File: config.mk
export PLATFORM = sky130hd
export DESIGN_NAME = float2int
export DESIGN_NICKNAME = d
export VERILOG_FILES = /design/src/rtl/float2int.sv
export SDC_FILE = /design/constraint.sdc
export NUM_CORES = 1
export LEC_CHECK = 0
export CORE_MARGIN = 2
export CORE_UTILIZATION = 53
export CTS_CLUSTER_DIAMETER = 50
export DETAILED_ROUTE_END_ITERATION = 8
export HOLD_SLACK_MARGIN = 0.06
export MAX_ROUTING_LAYER = met4
export PLACE_DENSITY = 0.71
export SLEW_MARGIN = 20
export SYNTH_ARGS = -nofsm -noshare
export SYNTH_HDL_FRONTEND = slang
export SYNTH_SLANG_ARGS = --single-unit
export TNS_END_PERCENT = 50
File: constraint.sdc
create_clock -name clk -period 8.15 [get_ports clk]
set_clock_uncertainty 0.05 [all_clocks]
set_input_delay 1.63 -clock clk [delete_from_list [all_inputs] [get_ports clk]]
set_output_delay 1.63 -clock clk [all_outputs]
set_load 0.005 [all_outputs]
File: src/rtl/float2int.sv
// float2int: pipelined IEEE-754 binary32 -> signed int32 converter (Versat unit).
// One float per cycle in, saturated two's-complement integer out 4 cycles
// after the sampling edge. A sticky overflow flag records any saturation or
// NaN seen since the last run pulse or reset.
// Optional build macro FLOAT2INT_ROUND_EN selects round-to-nearest-even;
// without it the converter truncates toward zero.
module float2int #(
    parameter int DATA_W = 32
) (
    input  logic              clk,
    input  logic              rst,
    input  logic              run,
    input  logic [DATA_W-1:0] in0,
    (* versat_latency = 4 *)
    output logic [DATA_W-1:0] out0,
    output logic              ovf
);

    typedef enum logic [1:0] {
        CLS_ZERO = 2'd0,
        CLS_NORM = 2'd1,
        CLS_INF  = 2'd2,
        CLS_NAN  = 2'd3
    } cls_t;

`ifdef FLOAT2INT_ROUND_EN
    // With rounding, u == -1 can still round up to 1, so it is shifted too.
    localparam logic signed [8:0] U_MIN = -9'sd1;
`else
    localparam logic signed [8:0] U_MIN = 9'sd0;
`endif

    // Input sampling register
    logic [31:0] in_r;

    // Stage 1 registers: unpacked fields and class
    logic        s1_sign_r;
    logic [7:0]  s1_exp_r;
    logic [23:0] s1_mant_r;
    cls_t        s1_cls_r;
    logic        s1_minint_r;
    cls_t        cls_s;

    // Stage 2 registers: shift plan and saturate decision
    logic        s2_sign_r;
    logic [23:0] s2_mant_r;
    logic        s2_zero_r;
    logic        s2_sat_r;
    logic        s2_flag_r;
    logic        s2_left_r;
    logic [4:0]  s2_shamt_r;
    logic signed [8:0] u_s;
    logic        sign_s;
    logic        zero_s;
    logic        sat_s;
    logic        flag_s;
    logic        left_s;
    logic [4:0]  shamt_s;

    // Stage 3 registers: shifted magnitude
    logic        s3_sign_r;
    logic        s3_zero_r;
    logic        s3_sat_r;
    logic        s3_flag_r;
    logic [31:0] s3_mag_r;
    logic [31:0] mag_s;
`ifdef FLOAT2INT_ROUND_EN
    logic        s3_guard_r;
    logic        s3_sticky_r;
    logic [55:0] rext_s;
    logic        guard_s;
    logic        sticky_s;
`endif

    // Stage 4 signals
    logic [31:0] rnd_s;
    logic [31:0] signed_s;
    logic [31:0] res_s;
    logic        sat4_r;

    // Capture the operand every cycle
    always_ff @(posedge clk or posedge rst) begin
        if (rst) begin
            in_r <= 32'd0;
        end else begin
            in_r <= in0;
        end
    end

    // Classify the sampled operand by its exponent and fraction fields
    always_comb begin
        cls_s = CLS_NORM;
        if (in_r[30:23] == 8'd0) begin
            cls_s = CLS_ZERO;
        end else if (in_r[30:23] == 8'hFF) begin
            if (in_r[22:0] == 23'd0) begin
                cls_s = CLS_INF;
            end else begin
                cls_s = CLS_NAN;
            end
        end else begin
            cls_s = CLS_NORM;
        end
    end

    // S1: register unpacked sign, exponent, mantissa with hidden bit, class
    always_ff @(posedge clk or posedge rst) begin
        if (rst) begin
            s1_sign_r   <= 1'b0;
            s1_exp_r    <= 8'd0;
            s1_mant_r   <= 24'd0;
            s1_cls_r    <= CLS_ZERO;
            s1_minint_r <= 1'b0;
        end else begin
            s1_sign_r   <= in_r[31];
            s1_exp_r    <= in_r[30:23];
            s1_mant_r   <= {1'b1, in_r[22:0]};
            s1_cls_r    <= cls_s;
            s1_minint_r <= (in_r == 32'hCF00_0000);
        end
    end

    // S2 plan: pick shift direction/amount or force zero/saturation
    always_comb begin
        u_s     = $signed({1'b0, s1_exp_r}) - 9'sd127;
        sign_s  = s1_sign_r;
        zero_s  = 1'b0;
        sat_s   = 1'b0;
        flag_s  = 1'b0;
        left_s  = 1'b0;
        shamt_s = 5'd0;
        case (s1_cls_r)
            CLS_ZERO: begin
                zero_s = 1'b1;
            end
            CLS_INF: begin
                sat_s  = 1'b1;
                flag_s = 1'b1;
            end
            CLS_NAN: begin
                // NaN of either sign maps to the most negative integer
                sat_s  = 1'b1;
                flag_s = 1'b1;
                sign_s = 1'b1;
            end
            CLS_NORM: begin
                if (u_s >= 9'sd31) begin
                    sat_s  = 1'b1;
                    // -2^31 is exactly representable, so it is not an overflow
                    flag_s = ~s1_minint_r;
                end else if (u_s >= 9'sd23) begin
                    left_s  = 1'b1;
                    shamt_s = u_s[4:0] - 5'd23;
                end else if (u_s >= U_MIN) begin
                    // Modulo-32 arithmetic gives 24 for u == -1
                    shamt_s = 5'd23 - u_s[4:0];
                end else begin
                    zero_s = 1'b1;
                end
            end
            default: begin
                zero_s = 1'b1;
            end
        endcase
    end

    // S2: register the shift plan alongside the mantissa
    always_ff @(posedge clk or posedge rst) begin
        if (rst) begin
            s2_sign_r  <= 1'b0;
            s2_mant_r  <= 24'd0;
            s2_zero_r  <= 1'b0;
            s2_sat_r   <= 1'b0;
            s2_flag_r  <= 1'b0;
            s2_left_r  <= 1'b0;
            s2_shamt_r <= 5'd0;
        end else begin
            s2_sign_r  <= sign_s;
            s2_mant_r  <= s1_mant_r;
            s2_zero_r  <= zero_s;
            s2_sat_r   <= sat_s;
            s2_flag_r  <= flag_s;
            s2_left_r  <= left_s;
            s2_shamt_r <= shamt_s;
        end
    end

`ifdef FLOAT2INT_ROUND_EN
    // S3 shift: the mantissa sits above 24 fraction bits so the bits shifted
    // out on the right supply guard and sticky
    always_comb begin
        rext_s = {8'd0, s2_mant_r, 24'd0} >> s2_shamt_r;
        if (s2_left_r) begin
            mag_s    = {8'd0, s2_mant_r} << s2_shamt_r;
            guard_s  = 1'b0;
            sticky_s = 1'b0;
        end else begin
            mag_s    = rext_s[55:24];
            guard_s  = rext_s[23];
            sticky_s = |rext_s[22:0];
        end
    end
`else
    // S3 shift: truncating barrel shift, discarded bits are simply dropped
    always_comb begin
        if (s2_left_r) begin
            mag_s = {8'd0, s2_mant_r} << s2_shamt_r;
        end else begin
            mag_s = {8'd0, s2_mant_r} >> s2_shamt_r;
        end
    end
`endif

    // S3: register the integer magnitude and control flags
    always_ff @(posedge clk or posedge rst) begin
        if (rst) begin
            s3_sign_r   <= 1'b0;
            s3_zero_r   <= 1'b0;
            s3_sat_r    <= 1'b0;
            s3_flag_r   <= 1'b0;
            s3_mag_r    <= 32'd0;
`ifdef FLOAT2INT_ROUND_EN
            s3_guard_r  <= 1'b0;
            s3_sticky_r <= 1'b0;
`endif
        end else begin
            s3_sign_r   <= s2_sign_r;
            s3_zero_r   <= s2_zero_r;
            s3_sat_r    <= s2_sat_r;
            s3_flag_r   <= s2_flag_r;
            s3_mag_r    <= mag_s;
`ifdef FLOAT2INT_ROUND_EN
            s3_guard_r  <= guard_s;
            s3_sticky_r <= sticky_s;
`endif
        end
    end

    // S4 arithmetic: round, negate, then choose zero / saturated / value
    always_comb begin
`ifdef FLOAT2INT_ROUND_EN
        // Ties go to the even neighbour; magnitudes here never reach 2^31
        if (s3_guard_r & (s3_sticky_r | s3_mag_r[0])) begin
            rnd_s = s3_mag_r + 32'd1;
        end else begin
            rnd_s = s3_mag_r;
        end
`else
        rnd_s = s3_mag_r;
`endif
        if (s3_sign_r) begin
            signed_s = 32'd0 - rnd_s;
        end else begin
            signed_s = rnd_s;
        end
        if (s3_zero_r) begin
            res_s = 32'd0;
        end else if (s3_sat_r) begin
            res_s = s3_sign_r ? 32'h8000_0000 : 32'h7FFF_FFFF;
        end else begin
            res_s = signed_s;
        end
    end

    // S4: register the result and its overflow marker
    always_ff @(posedge clk or posedge rst) begin
        if (rst) begin
            out0   <= 32'd0;
            sat4_r <= 1'b0;
        end else begin
            out0   <= res_s;
            sat4_r <= s3_flag_r;
        end
    end

    // Sticky overflow: run clears it, a saturation leaving S4 sets it (set wins)
    always_ff @(posedge clk or posedge rst) begin
        if (rst) begin
            ovf <= 1'b0;
        end else begin
            ovf <= (ovf & ~run) | sat4_r;
        end
    end

endmodule
=== Word-level counts from Yosys, hierarchy flattened ===
Index checks and enable logic that the tools add are counted.

* Register bits after elaboration: 172
* Latch bits: 0
* Memory bits (writable): 0
* Memory bits (read-only): 0
* Input port bits: 35
* Output and inout port bits: 33
* Word-level logic and storage cells: 67
* Memories kept: 0

* Add/sub/neg operators: 4
* $mul: 0
* Divide/modulo/power cells: 0
* $lt $le $gt $ge: 3
* Equal/unequal tests: 5
* Shift operators: 2
* Mux-type cells: 24
* Bitwise logic cells: 4
* Reductions and logical operators: 4

{| class="wikitable"
|+ Operators with widths
! operator !! count
|-
| 2-to-1 mux 32 bit || 5
|-
| == test 32 bit, second input constant || 1
|-
| << shifter 24 x 5 -> 32 bit || 1
|-
| >> shifter 24 x 5 -> 32 bit || 1
|-
| subtractor 1 x 32 -> 32 bit, first input constant || 1
|-
| zero test 23 bit || 1
|-
| 2-to-1 mux 5 bit || 4
|-
| >= comparator 9 x 6 -> 1 bit, second input constant || 2
|-
| 2-to-1 mux 1 bit || 10
|-
| >= comparator 9 x 1 -> 1 bit, second input constant || 1
|-
| subtractor 8 x 7 -> 9 bit, second input constant || 1
|-
| == test 8 bit, second input constant || 1
|-
| zero test 8 bit || 1
|-
| case mux 1 bit (2 select lines) || 3
|-
| subtractor 5 bit, first input constant || 1
|-
| subtractor 5 bit, second input constant || 1
|-
| == test 2 bit, second input constant || 2
|-
| 2-to-1 mux 2 bit || 2
|-
| == test 2 x 1 -> 1 bit, second input constant || 1
|-
| zero test 2 bit || 1
|-
| NOT 1 bit || 2
|-
| OR reduction 2 bit || 1
|-
| bitwise AND 1 bit || 1
|-
| bitwise OR 1 bit || 1
|}

=== Longest topological paths before layout ===
* Word-level depth: 6
* Mapped depth: 9
* Gate-level depth less buffers: 9

=== Worst setup path before layout ===
No wires, ideal clock.

* Kind: register -> register
* Start: reg s3_mag_r[22] (netlist: rnd_s[22])
* End: reg out0[29]
* Library setup time: 126 ps
* Arrival time: 2,156 ps
* Data required time: 7,974 ps
* Slack: 5,818 ps
* Stages on the path, launching flop included: 5
* Path buffers: 0
* Period minus slack after synthesis: 2,332 ps
* Cells stage by stage: dfrtp_1 or4_4 or3_4 or4_4 a311o_1

* Longest elaborated chain between the ends: 4

{| class="wikitable"
|+ RTL lines
! element !! RTL line !! text
|-
| from (decl) || 65 || <nowiki>logic [31:0] s3_mag_r;</nowiki>
|-
| from (signal assigned) || 231 || <nowiki>s3_mag_r <= mag_s;</nowiki>
|-
| subtractor 1 x 32 -> 32 bit || 252 || <nowiki>signed_s = 32'd0 - rnd_s;</nowiki>
|-
| 2-to-1 mux 32 bit || 251 || <nowiki>if (s3_sign_r) begin</nowiki>
|-
| 2-to-1 mux 32 bit || 258 || <nowiki>end else if (s3_sat_r) begin</nowiki>
|-
| 2-to-1 mux 32 bit || 256 || <nowiki>if (s3_zero_r) begin</nowiki>
|-
| named net res_s[29] || 78 || <nowiki>logic [31:0] res_s;</nowiki>
|-
| to (signal assigned) || 271 || <nowiki>out0 <= res_s;</nowiki>
|-
| to (decl) || 15 || <nowiki>output logic [DATA_W-1:0] out0,</nowiki>
|}

The timed path passes the listed nets, and every way through them passes these cells.

==> flow_metrics.py <==
metrics = {
    "floorplan": {
        "start_util_pct": 53.54,
        "rows": 47,
        "die_x_um": 132.7,
        "core_um2": 16410,
        "dieArea_um2": 17620,
        "die_h_um": 132.7,
        "io_pins": 68,
    },
    "logic_synthesis": {
        "postSynthAreaPerCell_um2": 10.86,
        "ys_seq_area_share_pct": 49.00,
        "syn_area_um2": 8785,
        "synth.top_cells.by_count": "dfrtp_1 (172), nor2_1 (118), clkbuf_1 (44)",
        "synth_area_leaders": "dfrtp_1 (49%), mux4_2 (9.2%), nor2_1 (5.0%)",
        "yosys_register_bits": 172,
        "synth_nets": 850,
        "synth_cell_types": 71,
        "syn_inst": 809,
        "synth_edf_count": 0,
        "yosysMostFrequentCell": "dfrtp_1",
        "yosysWarningCount": 0,
        "async_reset_ff_share_pct": 100.0,
        "ys.flop_type": "dfrtp_1",
        "synth_top_area_share_pct": 49.00,
        "yosysTopAreaCell": "dfrtp_1",
    },
    "grt": {
        "gr-total-overflow": 0,
        "grt_usage_pct": 26.29,
        "first_global_vias": 6520,
        "grt_start_max_net_pins": 101,
        "grt_antenna_before_repair": 0,
        "grt_pass1_wl_um": 35170,
    },
    "setup_path": {
        "crit_chain": "clkdlybuf4s50_1 > inv_6 > buf_4",
        "cpPeakStageDelay_ps": 800,
        "crit_path_end_kind": "asynchronous set/reset pin",
        "cp.arrival_ps": 3620,
        "slowest_stage": "buf_4",
        "critPathTopFamily": "buffers and inverters",
        "worst-setup-path-type": "input pin to asynchronous set/reset pin",
        "crit_path_start_kind": "input pin",
        "crit_fanout": 100,
        "worst-path-buf-inv": 3,
        "crit_required_ps": 8450,
    },
    "timing": {
        "timing.fmax_mhz": 301.3,
        "report.final.setup_viol": 0,
        "period_minus_slack_ps": 3319,
        "fin_setup_tns_ps": 0,
        "timing.final.crit_share_pct": 40.72,
        "rsz0062_at_grt": "no",
        "slew_viol_final": 0,
        "setup_ws_ps": 4831,
        "hold_viol_final": 0,
        "worst_pin_slew_ps": 1088,
        "whs_ps": 290.1,
        "slew_headroom_pct": 27.50,
    },
    "drt": {
        "drt-pass1-iter-count": 7,
        "drc": 0,
        "vias": 6931,
        "finalWirelength_um": 21770,
        "postRouteAntennaNets": 0,
        "drt_iter0_markers": 602,
        "via_per_inst": 6.406,
        "wire_per_inst_um": 20.12,
    },
    "clocking": {
        "cts_setup_buffers": 0,
        "cts_buffers": 17,
        "cts_root_buf": "clkbuf_16",
        "h-tree-depth": 4,
        "cts.sinks": 172,
        "clock_path_buffers": 2,
        "clock_latency_ps": 430,
        "clkTransAtPathRegs_ps": 80,
        "cts_resized": 0,
        "cts_tree": "yes",
        "cts.hold.buffers_added": 0,
    },
    "final_layout": {
        "final_layout_size_suffix_gt1_share_pct": 12.99,
        "antenna_cells": 0,
        "postLayoutCellArea_um2": 10220,
        "final_core_util_pct": 62.27,
        "nFillCells": 1280,
        "final_nets": 890,
        "area.sequential_um2": 4310,
        "syn2layout_area_growth_pct": 16.31,
        "multiInputGateArea_um2": 4188,
    },
    "power_and_ir_drop": {
        "leakage_nw": 4.130,
        "vdd_ir_drop_max_uv": 198.5,
        "power_density_nw_per_um2": 216.5,
    },
    "flow_run": {
        "maxCapViolCount": 0,
    },
    "min_path": {
        "hold_path_class": "flip-flop to flip-flop",
    },
    "placed_design": {
        "pre_cts_ws_ps": 4347,
        "place_hpwl_um": 15500,
        "portBuffers": 67,
        "place_congestion": 0.9200,
        "post_dp_cell_area_um2": 9597,
    },
    "run_status": {
        "status": "finished clean",
    },
}
==> report_power, final <==
group / total, mW / internal [mW] / switching, mW
registers: 0.996 / 0.921 / 0.0749
logic: 0.374 / 0.169 / 0.205
clock network: 0.842 / 0.475 / 0.367
==> logic make-up (layout without fill, tap and decap cells) <==
| group | Yosys count | after routing | share of synthesized area, % |
|---|---|---|---|
| compound gates | 188 | 188 | 15.48 |
| xor+xnor | 6 | 6 | 0.5983 |
| fa+ha+maj | 6 | 6 | 0.8546 |
| buf+inv | 75 | 128 | 3.333 |
| flops | 172 | 172 | 49.00 |
| mux | 80 | 80 | 14.43 |
| other cells | 1 | 1 | 0.04269 |
| simple gates | 281 | 281 | 16.27 |
==> per-stage QoR <==
stage	total power, mW	std cells
5_1_grt	2.310	1082
4_1_cts	2.225	1082
3_5_place_dp	1.379	1050
2_1_floorplan	1.237	809
6_report	2.212	1082
3_3_place_gp	1.370	1050
==> per-layer routing <==
layer	track usage (%)	part of all wire [%]	up-vias
li1	-	-	3151
met1	33.28	41	3450
met2	43.87	51	296
met3	3.525	5.5	34
met4	9.140	2.1	0
met5	-	0	-
==> layout by cell type, fill, tap and decap left out, types with 12 or more instances in the layout <==
master	n
o22a_1	12
o21ai_0	19
dfrtp_1	169
clkbuf_16	17
clkdlybuf4s50_1	67
inv_1	14
a211oi_1	18
mux4_2	36
nor4_1	13
a31oi_1	22
mux2i_1	31
mux2_2	13
a21oi_1	31
nand2_1	36
nand3_1	13
nor3_1	32
nor2_1	118
==> worst paths after layout <==
check	slack, ps	to	start	cells past startpoint
worst max-delay path	4830	s2_shamt_r[1]	rst	3
worst min-delay path	290	s2_mant_r[1]	s1_mant_r[1]	0
worst max register to register	5470	s2_shamt_r[2]	s1_exp_r[2]	9
worst min register to register	290	s2_mant_r[1]	s1_mant_r[1]	0
max in group clk	5190	ovf	ovf	1
min in group asynchronous	1700	out0[18]	rst	2
==> sequential cells by signal (all words and copies together), names as in the netlist, 2 cells and up <==
name	count
in_r	32
s1_exp_r	8
s2_mant_r	24
out0	32
s1_mant_r	24
s1_cls_r	2
s2_shamt_r	5
rnd_s	32
==> layout make-up <==
type | instances | area share (%)
flip-flops and latches | 172 | 42.19
multi-input cells | 562 | 40.99
repair buffers | 78 | 7.372
clock buffers | 18 | 4.298
well taps | 220 | 2.694
clock inverters | 14 | 1.751
inverters | 18 | 0.7103
Note: power is estimated with default switching activity, not from simulation.
